**config.mk**
```make
export PLATFORM = sky130hd
export DESIGN_NAME = cw_restore
export DESIGN_NICKNAME = d
export VERILOG_FILES = /design/src/rtl/cw_restore.sv
export SDC_FILE = /design/constraint.sdc
export NUM_CORES = 1
export LEC_CHECK = 0
export CORE_ASPECT_RATIO = 2
export CORE_UTILIZATION = 52
export DETAILED_ROUTE_END_ITERATION = 7
export GPL_ROUTABILITY_DRIVEN = 0
export GPL_TIMING_DRIVEN = 0
export PLACE_DENSITY = 0.79
export SYNTH_ARGS = -nofsm -noshare
export SYNTH_HDL_FRONTEND = slang
export SYNTH_SLANG_ARGS = --single-unit
export TNS_END_PERCENT = 30
```
**constraint.sdc**
```tcl
create_clock -name clk -period 2.7 [get_ports clk]
set_clock_uncertainty 0.2 [all_clocks]
set_input_delay 0.675 -clock clk [delete_from_list [all_inputs] [get_ports clk]]
set_output_delay 0.675 -clock clk [all_outputs]
set_load 0.05 [all_outputs]
```
**src/rtl/cw_restore.sv**
```systemverilog
// Codeword restore: scatters a hard-decision codeword from the reordered (lambda2) domain
// back to original order, one position per cycle, flagging any index that breaks the permutation.
module cw_restore #(
  parameter int N     = 8,
  parameter int IDX_W = $clog2(N)
) (
  input  logic               clk,
  input  logic               rst_n,
  input  logic               in_valid,
  output logic               in_ready,
  input  logic [N-1:0]       c_flat,
  input  logic [N*IDX_W-1:0] lambda2_flat,
  output logic               out_valid,
  input  logic               out_ready,
  output logic [N-1:0]       x_flat,
  output logic               perm_err
);

  typedef enum logic [1:0] {IDLE, SCATTER, DONE} state_t;

  localparam logic [IDX_W:0]   N_EXT = (IDX_W+1)'(N);
  localparam logic [IDX_W-1:0] LAST  = IDX_W'(N - 1);

  state_t             state_q, state_d;
  logic [N-1:0]       c_q, c_d;
  logic [N*IDX_W-1:0] lam_q, lam_d;
  logic [N-1:0]       x_q, x_d;
  logic [N-1:0]       seen_q, seen_d;
  logic               err_q, err_d;
  logic [IDX_W-1:0]   cnt_q, cnt_d;
  logic [IDX_W-1:0]   idx;
  logic               in_range;

  always_comb begin
    state_d  = state_q;
    c_d      = c_q;
    lam_d    = lam_q;
    x_d      = x_q;
    seen_d   = seen_q;
    err_d    = err_q;
    cnt_d    = cnt_q;
    idx      = lam_q[int'(cnt_q)*IDX_W +: IDX_W];
    in_range = ({1'b0, idx} < N_EXT);

    case (state_q)
      IDLE: begin
        if (in_valid) begin
          c_d     = c_flat;
          lam_d   = lambda2_flat;
          x_d     = '0;
          seen_d  = '0;
          err_d   = 1'b0;
          cnt_d   = '0;
          state_d = SCATTER;
        end
      end
      SCATTER: begin
        // Out-of-range or repeated targets only raise the error; the first write to a slot wins.
        if (in_range && !seen_q[idx]) begin
          x_d[idx]    = c_q[cnt_q];
          seen_d[idx] = 1'b1;
        end else begin
          err_d = 1'b1;
        end
        if (cnt_q == LAST) begin
          cnt_d   = '0;
          state_d = DONE;
        end else begin
          cnt_d = cnt_q + IDX_W'(1);
        end
      end
      DONE: begin
        if (out_ready) state_d = IDLE;
      end
      default: state_d = IDLE;
    endcase
  end

  always_ff @(posedge clk or negedge rst_n) begin
    if (!rst_n) begin
      state_q <= IDLE;
      c_q     <= '0;
      lam_q   <= '0;
      x_q     <= '0;
      seen_q  <= '0;
      err_q   <= 1'b0;
      cnt_q   <= '0;
    end else begin
      state_q <= state_d;
      c_q     <= c_d;
      lam_q   <= lam_d;
      x_q     <= x_d;
      seen_q  <= seen_d;
      err_q   <= err_d;
      cnt_q   <= cnt_d;
    end
  end

  assign in_ready  = (state_q == IDLE);
  assign out_valid = (state_q == DONE);
  assign x_flat    = x_q;
  assign perm_err  = err_q;

endmodule

```
After elaboration in Yosys (flattened, before gate mapping)
Index checks and enable logic that the tools add are counted.
{"block": "classes", "n_addsub": 1, "mul": 1, "order_cmp": 3, "eq_ne": 8, "shifts": 1, "n_mux": 22, "bitwise": 1, "reduce_logical": 8}
{"cell": "8-bit one-hot mux with 2 select lines", "n": 2}
{"cell": "8-bit 2-to-1 mux", "n": 3}
{"cell": "24-bit by 6-bit indexed part select with 3-bit output", "n": 1}
{"cell": "3-bit AND reduction", "n": 3}
{"cell": "8-bit bitwise mux", "n": 1}
{"cell": "3-bit by 4-bit < comparator with 1-bit output (second input constant)", "n": 2}
{"cell": "2-bit != test (second input constant)", "n": 4}
{"cell": "8-bit bitwise OR", "n": 1}
{"cell": "1-bit binary-select mux with 3-bit select", "n": 2}
{"cell": "2-bit 2-to-1 mux", "n": 3}
{"cell": "3-bit 2-to-1 mux", "n": 2}
{"cell": "2-bit one-hot mux with 3 select lines", "n": 1}
{"cell": "3-bit one-hot mux with 2 select lines", "n": 1}
{"cell": "3-bit by 2-bit multiplier with 5-bit output (second input constant)", "n": 1}
{"cell": "1-bit 2-to-1 mux", "n": 5}
{"cell": "2-bit AND reduction", "n": 2}
{"cell": "3-bit by 1-bit adder with 3-bit output (second input constant)", "n": 1}
{"cell": "1-bit demux with 3-bit select", "n": 1}
{"cell": "3-bit == test (second input constant)", "n": 1}
{"cell": "3-bit by 1-bit greater-or-equal comparator with 1-bit output (second input constant)", "n": 1}
{"cell": "2-bit by 1-bit == test with 1-bit output (second input constant)", "n": 1}
{"cell": "2-bit == test (second input constant)", "n": 1}
{"cell": "2-bit zero test", "n": 1}
{"cell": "2-bit by 1-bit != test with 1-bit output (second input constant)", "n": 1}
{"cell": "other kinds (3)", "n": 3}
{"block": "totals", "register_bits": 54, "input_bits": 36, "out_inout_bits": 11, "word_cells": 52}

Logic depth before layout (Yosys ltp)
Gate-level depths: netlist of run 1.
{"block": "logic_depth", "ltp_word": 9, "mapped_depth": 8}

Least setup slack after synthesis of run 1
Ideal clock, no wire load.
{"block": "synth_timing", "path_kind": "flip-flop to flip-flop", "startpoint": "register cnt_q[0]", "endpoint": "register seen_q[0]", "setup_time_ps": 119, "arrival_ps": 2126, "path_slack_ps": 256, "path_stages_with_launch": 9, "period_less_slack_ps": 2444, "path_cell_list": "dfrtp_1 > buf_6 > mux2i_1 > mux4_2 > buf_6 > mux2i_4 > a22oi_4 > a21oi_2 > o21a_1"}
{"block": "synth_via", "elab_chain_cells": 9}
{"item": "start, declared", "line": "30", "text": "logic [IDX_W-1:0] cnt_q, cnt_d;"}
{"item": "start signal, assigned", "line": "95", "text": "cnt_q <= cnt_d;"}
{"item": "3-bit by 2-bit multiplier with 5-bit output (*)", "line": "42", "text": "idx = lam_q[int'(cnt_q)*IDX_W +: IDX_W];"}
{"item": "24-bit by 6-bit indexed part select with 3-bit output (*)", "line": "42"}
{"item": "3-bit by 4-bit < comparator with 1-bit output (implied by the code) or 3-bit by 1-bit greater-or-equal comparator with 1-bit output (tied branches)", "line": "61", "text": "seen_d[idx] = 1'b1;"}
{"item": "1-bit logical AND (implied by the code)", "line": "61"}
{"item": "1-bit 2-to-1 mux (implied by the code)", "line": "61"}
{"item": "1-bit demux with 3-bit select", "line": "61"}
{"item": "8-bit bitwise OR (no source line)"}
{"item": "8-bit 2-to-1 mux", "line": "59", "text": "if (in_range && !seen_q[idx]) begin"}
{"item": "8-bit one-hot mux with 2 select lines", "line": "45", "text": "case (state_q)"}
{"item": "end signal, assigned", "line": "93", "text": "seen_q <= seen_d;"}
{"item": "end, declared", "line": "28", "text": "logic [N-1:0] seen_q, seen_d;"}
Mark *: on every way between the ends. The rest lies on a longest branch, timed or not. The select of a mux whose other input is x is not followed.
A chain may end at the register's enable or synchronous reset.

Worst setup path after layout of run 1
{"block": "layout_timing", "startpoint": "register state_q[1]", "endpoint": "output port out_valid"}
{"block": "layout_via", "elab_chain_cells": 1}
{"item": "start, declared", "line": "24", "text": "state_t state_q, state_d;"}
{"item": "start signal, assigned", "line": "89", "text": "state_q <= state_d;"}
{"item": "2-bit == test", "line": "100", "text": "assign out_valid = (state_q == DONE);"}
{"item": "end, declared", "line": "13", "text": "output logic out_valid,"}
No other way between the ends.

==> results of run 1 <==
==> area by class of cell <==
class / instances / area [sq um]
fill: 384 / 1550
sequential: 54 / 1353
multi-input combinational: 186 / 1162
timing repair buffer: 48 / 498.0
clock buffer: 6 / 82.58
tap: 57 / 71.32
buffer: 13 / 65.06
clock inverter: 1 / 30.03
inverter: 2 / 7.507
==> kinds of logic (layout without fill, tap and decap cells) <==
group                      Yosys count  after routing  synth area share, %
buffers and inverters               15             70                2.806
and+or+nand+nor                    131            131                20.17
adders and majority gates            2              2               0.9674
AOI/OAI and AO/OA                   28             28                9.531
DFF                                 54             54                52.25
muxes                               25             25                14.27
==> power groups by stage <==
| stage | clock, W | sequential (W) | combinational, W |
|---|---|---|---|
| 4_1_cts | 0.000556 | 0.00138 | 0.00214 |
| 3_5_place_dp | 0 | 0.00139 | 0.00214 |
| 6_report | 0.000551 | 0.00138 | 0.00222 |
| 2_1_floorplan | 0 | 0.00147 | 0.00154 |
| 3_3_place_gp | 0 | 0.00137 | 0.00210 |
| 5_1_grt | 0.000590 | 0.00142 | 0.00241 |
==> state kept, by name, indices dropped and copies added (netlist names) <==
signal	count
seen_q	8
x_flat	8
perm_err	1
state_q	2
cnt_q	3
c_q	8
lam_q	24
==> cell usage in the layout, fill, tap and decap left out, types with 4 or more instances in the layout <==
cell type / netlist / layout
clkdlybuf4s50_1: 0 / 44
a21oi_2: 8 / 8
clkbuf_8: 0 / 6
dfrtp_1: 54 / 53
o21a_1: 8 / 8
nor2_1: 4 / 4
mux2i_1: 14 / 14
mux4_2: 5 / 5
nand2_1: 115 / 115
clkbuf_1: 10 / 10
==> per-stage QoR <==
stage / area [sq um] / power, W / cells / setup WS [ns] / hold slack, ns
final: 3269 / 0.004150 / 367 / 0.09079 / 0.1402
after global routing: 3269 / 0.004416 / 367 / 0.02268 / 0.1743
after CTS: 3246 / 0.004076 / 366 / 0.04142 / 0.1595
after detailed placement: 3133 / 0.003529 / 359 / 0.06464 / 0.2584
after global placement: 3118 / 0.003469 / 358 / -0.8422 / 0.2506
after floorplan: 2586 / 0.003010 / 255 / 0.2555 / 0.1794
==> layer usage <==
layer | vias up | track usage (%) | part of all wire, %
li1 | 946 | - | -
met1 | 961 | 25.97 | 40
met2 | 40 | 40.73 | 56
met3 | 9 | 3.604 | 1.9
met4 | 0 | 9.356 | 2.3
met5 | - | 0 | 0
==> critical path: stages, from the launching register on <==
cell	delay, ns
dfrtp_1	0.43
nor2b_1	0.19
clkdlybuf4s50_1	0.82
==> path summary, 6_finish.rpt <==
kind                       slack, ns                    end  cells after the start                   start
max in group asynchronous       1.60     c_q[6]$_DFFE_PN0P_                      2                   rst_n
min in group clk                0.28   lam_q[1]$_DFFE_PN0P_                      2    lam_q[1]$_DFFE_PN0P_
hold reg to reg                 0.28   lam_q[1]$_DFFE_PN0P_                      2    lam_q[1]$_DFFE_PN0P_
hold / removal                  0.14  x_flat[0]$_DFFE_PN0P_                      1                   rst_n
setup / recovery                0.09              out_valid                      2  state_q[1]$_DFFE_PN0P_
setup reg to reg                0.10  seen_q[6]$_DFFE_PN0P_                      8    cnt_q[0]$_DFFE_PN0P_
==> what timing repair did <==
item / 4_1_cts / 5_1_grt
resized for setup: 0 / 2
buffers inserted: 0 / 1
hold buffers: 0 / 0
setup endpoints to repair: 0 / 17
==> results.toml, run 1 <==
[grt]
grt_max_degree = 33
grt_pass1_wl_um = 8783
grt_pass1_vias = 1912
grt_overflow_total = 0
antenna_found_initial = 0
grtUsageTotal_pct = 22.78

[timing]
timing.final.max_slew_violations = 0
max_slew.worst_pin.slew_ns = 0.7296
rsz0062_at_grt = "false"
slew_headroom_pct = 49.97
fin_crit_ns = 2.609
setup_violations = 0
period_share_pct = 96.64
hold_viol = 0
max_freq_mhz = 383.3
tns_ns = 0

[logic_synthesis]
syn-mean-instance-area_sq_um = 10.14
ys_seq_area_share_pct = 52.25
yosys_warnings = 0
yosysMostFrequentCell = "nand2_1"
synth_top_area_share_pct = 52.25
synth-edff-count = 0
ys_top_cells_by_count = "nand2_1 (115), dfrtp_1 (54), mux2i_1 (14), clkbuf_1 (10)"
synthFlopType = "dfrtp_1"
yosys-top-cells-area = "dfrtp_1 (52%), nand2_1 (17%), mux2i_1 (5.4%)"
synth_top_cell_by_area = "dfrtp_1"
synth-async-reset-ratio_pct = 100.0
netlist_area_sq_um = 2586
syn_inst = 255
synth.net_count = 293
ys_types = 29
ys_ff_latch = 54

[clocking]
path_clk_slew_ns = 0.09
cts_tree = "yes"
worstSkewPairLatency_ns = 0.31
clockBufferDepth = 2
htreeDepth = 2
cts_root_buf = "clkbuf_8"
cts-buffers-inserted = 5
cts.sinks = 54

[floorplanning]
die_area_sq_um = 5276
die_w_um = 51.87
io_pins = 47
dieHeight_um = 101.7
initial_utilization_pct = 53.66
core-area_sq_um = 4820
row_count = 36

[power_and_ir_drop]
p_sw_w = 0.001700
power_density_nw_per_um2 = 1269
comb_power_share_pct = 53.5
p_int_w = 0.002450
p_seq_share_pct = 33.2
p_leak_nw = 1.530
ir_drop_v = 0.0007535
switching_share_pct = 40.97
pwr-share-clk_pct = 13.3

[critical_path]
worst-setup-path-type = "reg -> out"
crit_path_end_kind = "output pin"
cp-start-kind = "flop"
arrival_ns = 1.73
cp_max_fo = 6
cp.required_ns = 1.82

[detailed_routing]
firstDrtPassIters = 4
vias = 1956
drc_errors = 0
first_iter_violations = 51
avgViaCountPerCell = 5.330
ant_nets = 0
wl_per_cell_um = 14.54
drt_wl_total_um = 5337

[min_path]
hp-class = "in -> async"

[layout]
area_delta_synth_final_pct = 26.42
fin_util_pct = 67.83
diodes = 0
drive_gt1_share_pct = 10.97
final_nets = 348

[outcome]
status = "finished, final reports clean"

[run]
drv_cap = 0

[place]
hpwl_um = 3980
portBuffers = 46
Power figures use the tool's default switching activity.
==> run 2: changes to the inputs <==
--- a/config.mk
+++ b/config.mk
@@ -5,8 +5,9 @@
 export SDC_FILE = /design/constraint.sdc
 export NUM_CORES = 1
 export LEC_CHECK = 0
+export ABC_AREA = 1
 export CORE_ASPECT_RATIO = 2
-export CORE_UTILIZATION = 52
+export CORE_UTILIZATION = 53
 export DETAILED_ROUTE_END_ITERATION = 7
 export GPL_ROUTABILITY_DRIVEN = 0
 export GPL_TIMING_DRIVEN = 0
==> results.toml, run 2 <==
[outcome]
status = "finished, final reports clean"

[layout]
multi_input_area_sq_um = 1209
largest_reg_flops = 24
final_cell_mix = "nand2_1 (146), dfrtp_1 (54), clkdlybuf4s50_1 (45), inv_1 (37), nand3_1 (29)"
final_nets = 461
diodes = 0
final_common_cell = "nand2_1"
drive_gt1_share_pct = 11.08
seqCellArea_sq_um = 1351
top_register = "lam_q"
area_delta_synth_final_pct = 23.17
n_fill_cell = 418

[timing]
rsz0062_at_grt = "false"
setup_violations = 0
slew_headroom_pct = 49.69
hold_slack_ns = 0.1450
hold_viol = 0
tns_ns = 0
max_slew.worst_pin.slew_ns = 0.7547
timing.final.max_slew_violations = 0
fin_crit_ns = 2.554
period_share_pct = 94.59
max_freq_mhz = 391.6

[clocking]
post-cts-setup-buffers = 0
ctsResizeCount = 0
clockBufferDepth = 2
worstSkewPairLatency_ns = 0.31
cts_root_buf = "clkbuf_8"
cts-buffers-inserted = 5
cts.sinks = 54
htreeDepth = 2
cts_tree = "yes"
path_clk_slew_ns = 0.10
hold_buffers = 0

[detailed_routing]
wl_per_cell_um = 13.55
wl_met2_um = 3696
first_iter_violations = 54
vias = 2509
avgViaCountPerCell = 5.205
wl_met3_um = 177
m1WireLength_um = 2458
dr.max_layer_used = "met4"
ant_nets = 0
firstDrtPassIters = 4
drc_errors = 0
drt_wl_total_um = 6532

[grt]
grt_pass1_wl_um = 10430
grt_overflow_total = 0
grt_pass1_vias = 2397
antenna_found_initial = 0
grtUsageTotal_pct = 25.02
grt_max_degree = 32

[logic_synthesis]
syn-mean-instance-area_sq_um = 7.684
synth-async-reset-ratio_pct = 100.0
synth_top_area_share_pct = 47.66
ys_top_cells_by_count = "nand2_1 (146), dfrtp_1 (54), inv_1 (37), nand3_1 (29), o21ai_0 (28)"
netlist_area_sq_um = 2835
ys_seq_area_share_pct = 47.66
ys_types = 24
yosys-top-cells-area = "dfrtp_1 (48%), nand2_1 (19%), nand3_1 (5.1%)"
synthFlopType = "dfrtp_1"
syn_inst = 369
yosys_warnings = 0
yosysMostFrequentCell = "nand2_1"
ys_ff_latch = 54
synth.net_count = 407
synth-edff-count = 0
synth_top_cell_by_area = "dfrtp_1"

[power_and_ir_drop]
p_leak_nw = 1.723
power_density_nw_per_um2 = 1369
ir_drop_v = 0.001237

[place]
hpwl_um = 4973
portBuffers = 46

[critical_path]
crit-reg2reg-launch = "cnt_q[0]$_DFFE_PN0P_"
crit_top_cell = "inv_1"
arrival_ns = 1.68
slowest_stage = "clkdlybuf4s50_1"
cp_max_fo = 2
reg2reg_depth = 15
timing.rr.end = "x_flat[5]$_DFFE_PN0P_"
cp.required_ns = 1.82
worst-setup-path-type = "reg -> out"
r2r_slack_ns = 0.35
crit_path_end_kind = "output pin"
cp-start-kind = "flop"
cpPeakStageDelay_ns = 0.78
crit_path_cell_trace = "inv_1, nand2_1, inv_1, clkdlybuf4s50_1"

[run]
drv_cap = 0

[floorplanning]
dieHeight_um = 105.4
die_area_sq_um = 5663
row_count = 37
io_pins = 47
die_w_um = 53.72
initial_utilization_pct = 55.17
core-area_sq_um = 5139

[min_path]
hp-class = "in -> async"
[run 2: how the worst max path moves through the flow]
stage	slack, ns	depth (start not counted)	start	to
after floorplan	0.41	6	state_q[1]$_DFFE_PN0P_	lam_q[0]$_DFFE_PN0P_
after global placement	-0.91	1	rst_n	lam_q[3]$_DFFE_PN0P_
after detailed placement	0.06	7	in_valid	lam_q[17]$_DFFE_PN0P_
after CTS	0.14	4	state_q[0]$_DFFE_PN0P_	out_valid
after global routing	0.07	4	state_q[0]$_DFFE_PN0P_	out_valid
final	0.15	4	state_q[0]$_DFFE_PN0P_	out_valid
[run 2: cells by family after synthesis]
group	share of synthesized area [%]
AOI/OAI and AO/OA	10.64
adders and majority gates	0.8825
buffers and inverters	9.709
DFF	47.66
and+or+nand+nor	31.11
[run 2: layout make-up]
type / count / area share (%)
inverters: 43 / 4.622
clock buffers: 5 / 1.971
multi-input cells: 256 / 34.61
clock inverters: 3 / 1.147
flip-flops and latches: 54 / 38.70
well taps: 58 / 2.078
repair buffers: 47 / 13.62
plain buffers: 16 / 3.260
[run 2: power breakdown]
part	switching [W]	internal (W)	total, W
registers	0.000164	0.00115	0.00131
logic	0.00192	0.000997	0.00292
clock network	0.000272	0.000274	0.000545
total	0.00236	0.00242	0.00478
[run 2: critical path: cells and delay by family (launching register included)]
| family | cells | cell delay, ns |
|---|---|---|
| buffers and inverters | 3 | 0.91 |
| DFF | 1 | 0.40 |
| and+or+nand+nor | 1 | 0.06 |
[run 2: routing by layer]
layer  vias to the layer above  GRT usage, %
met3                        13         3.608
met4                         0         9.774
met1                      1181         25.28
met5                         -             0
li1                       1265             -
met2                        50         47.00
[run 2: through the flow]
step	setup WS, ns	util, %	area (sq um)	total power [W]	std cells
6_report	0.1461	67.96	3492	0.004780	482
5_1_grt	0.07366	67.96	3492	0.005171	482
4_1_cts	0.1412	67.96	3492	0.004779	482
3_5_place_dp	0.05791	65.84	3383	0.004225	474
3_3_place_gp	-0.9145	65.55	3368	0.004139	473
2_1_floorplan	0.4133	-	2835	0.003526	369
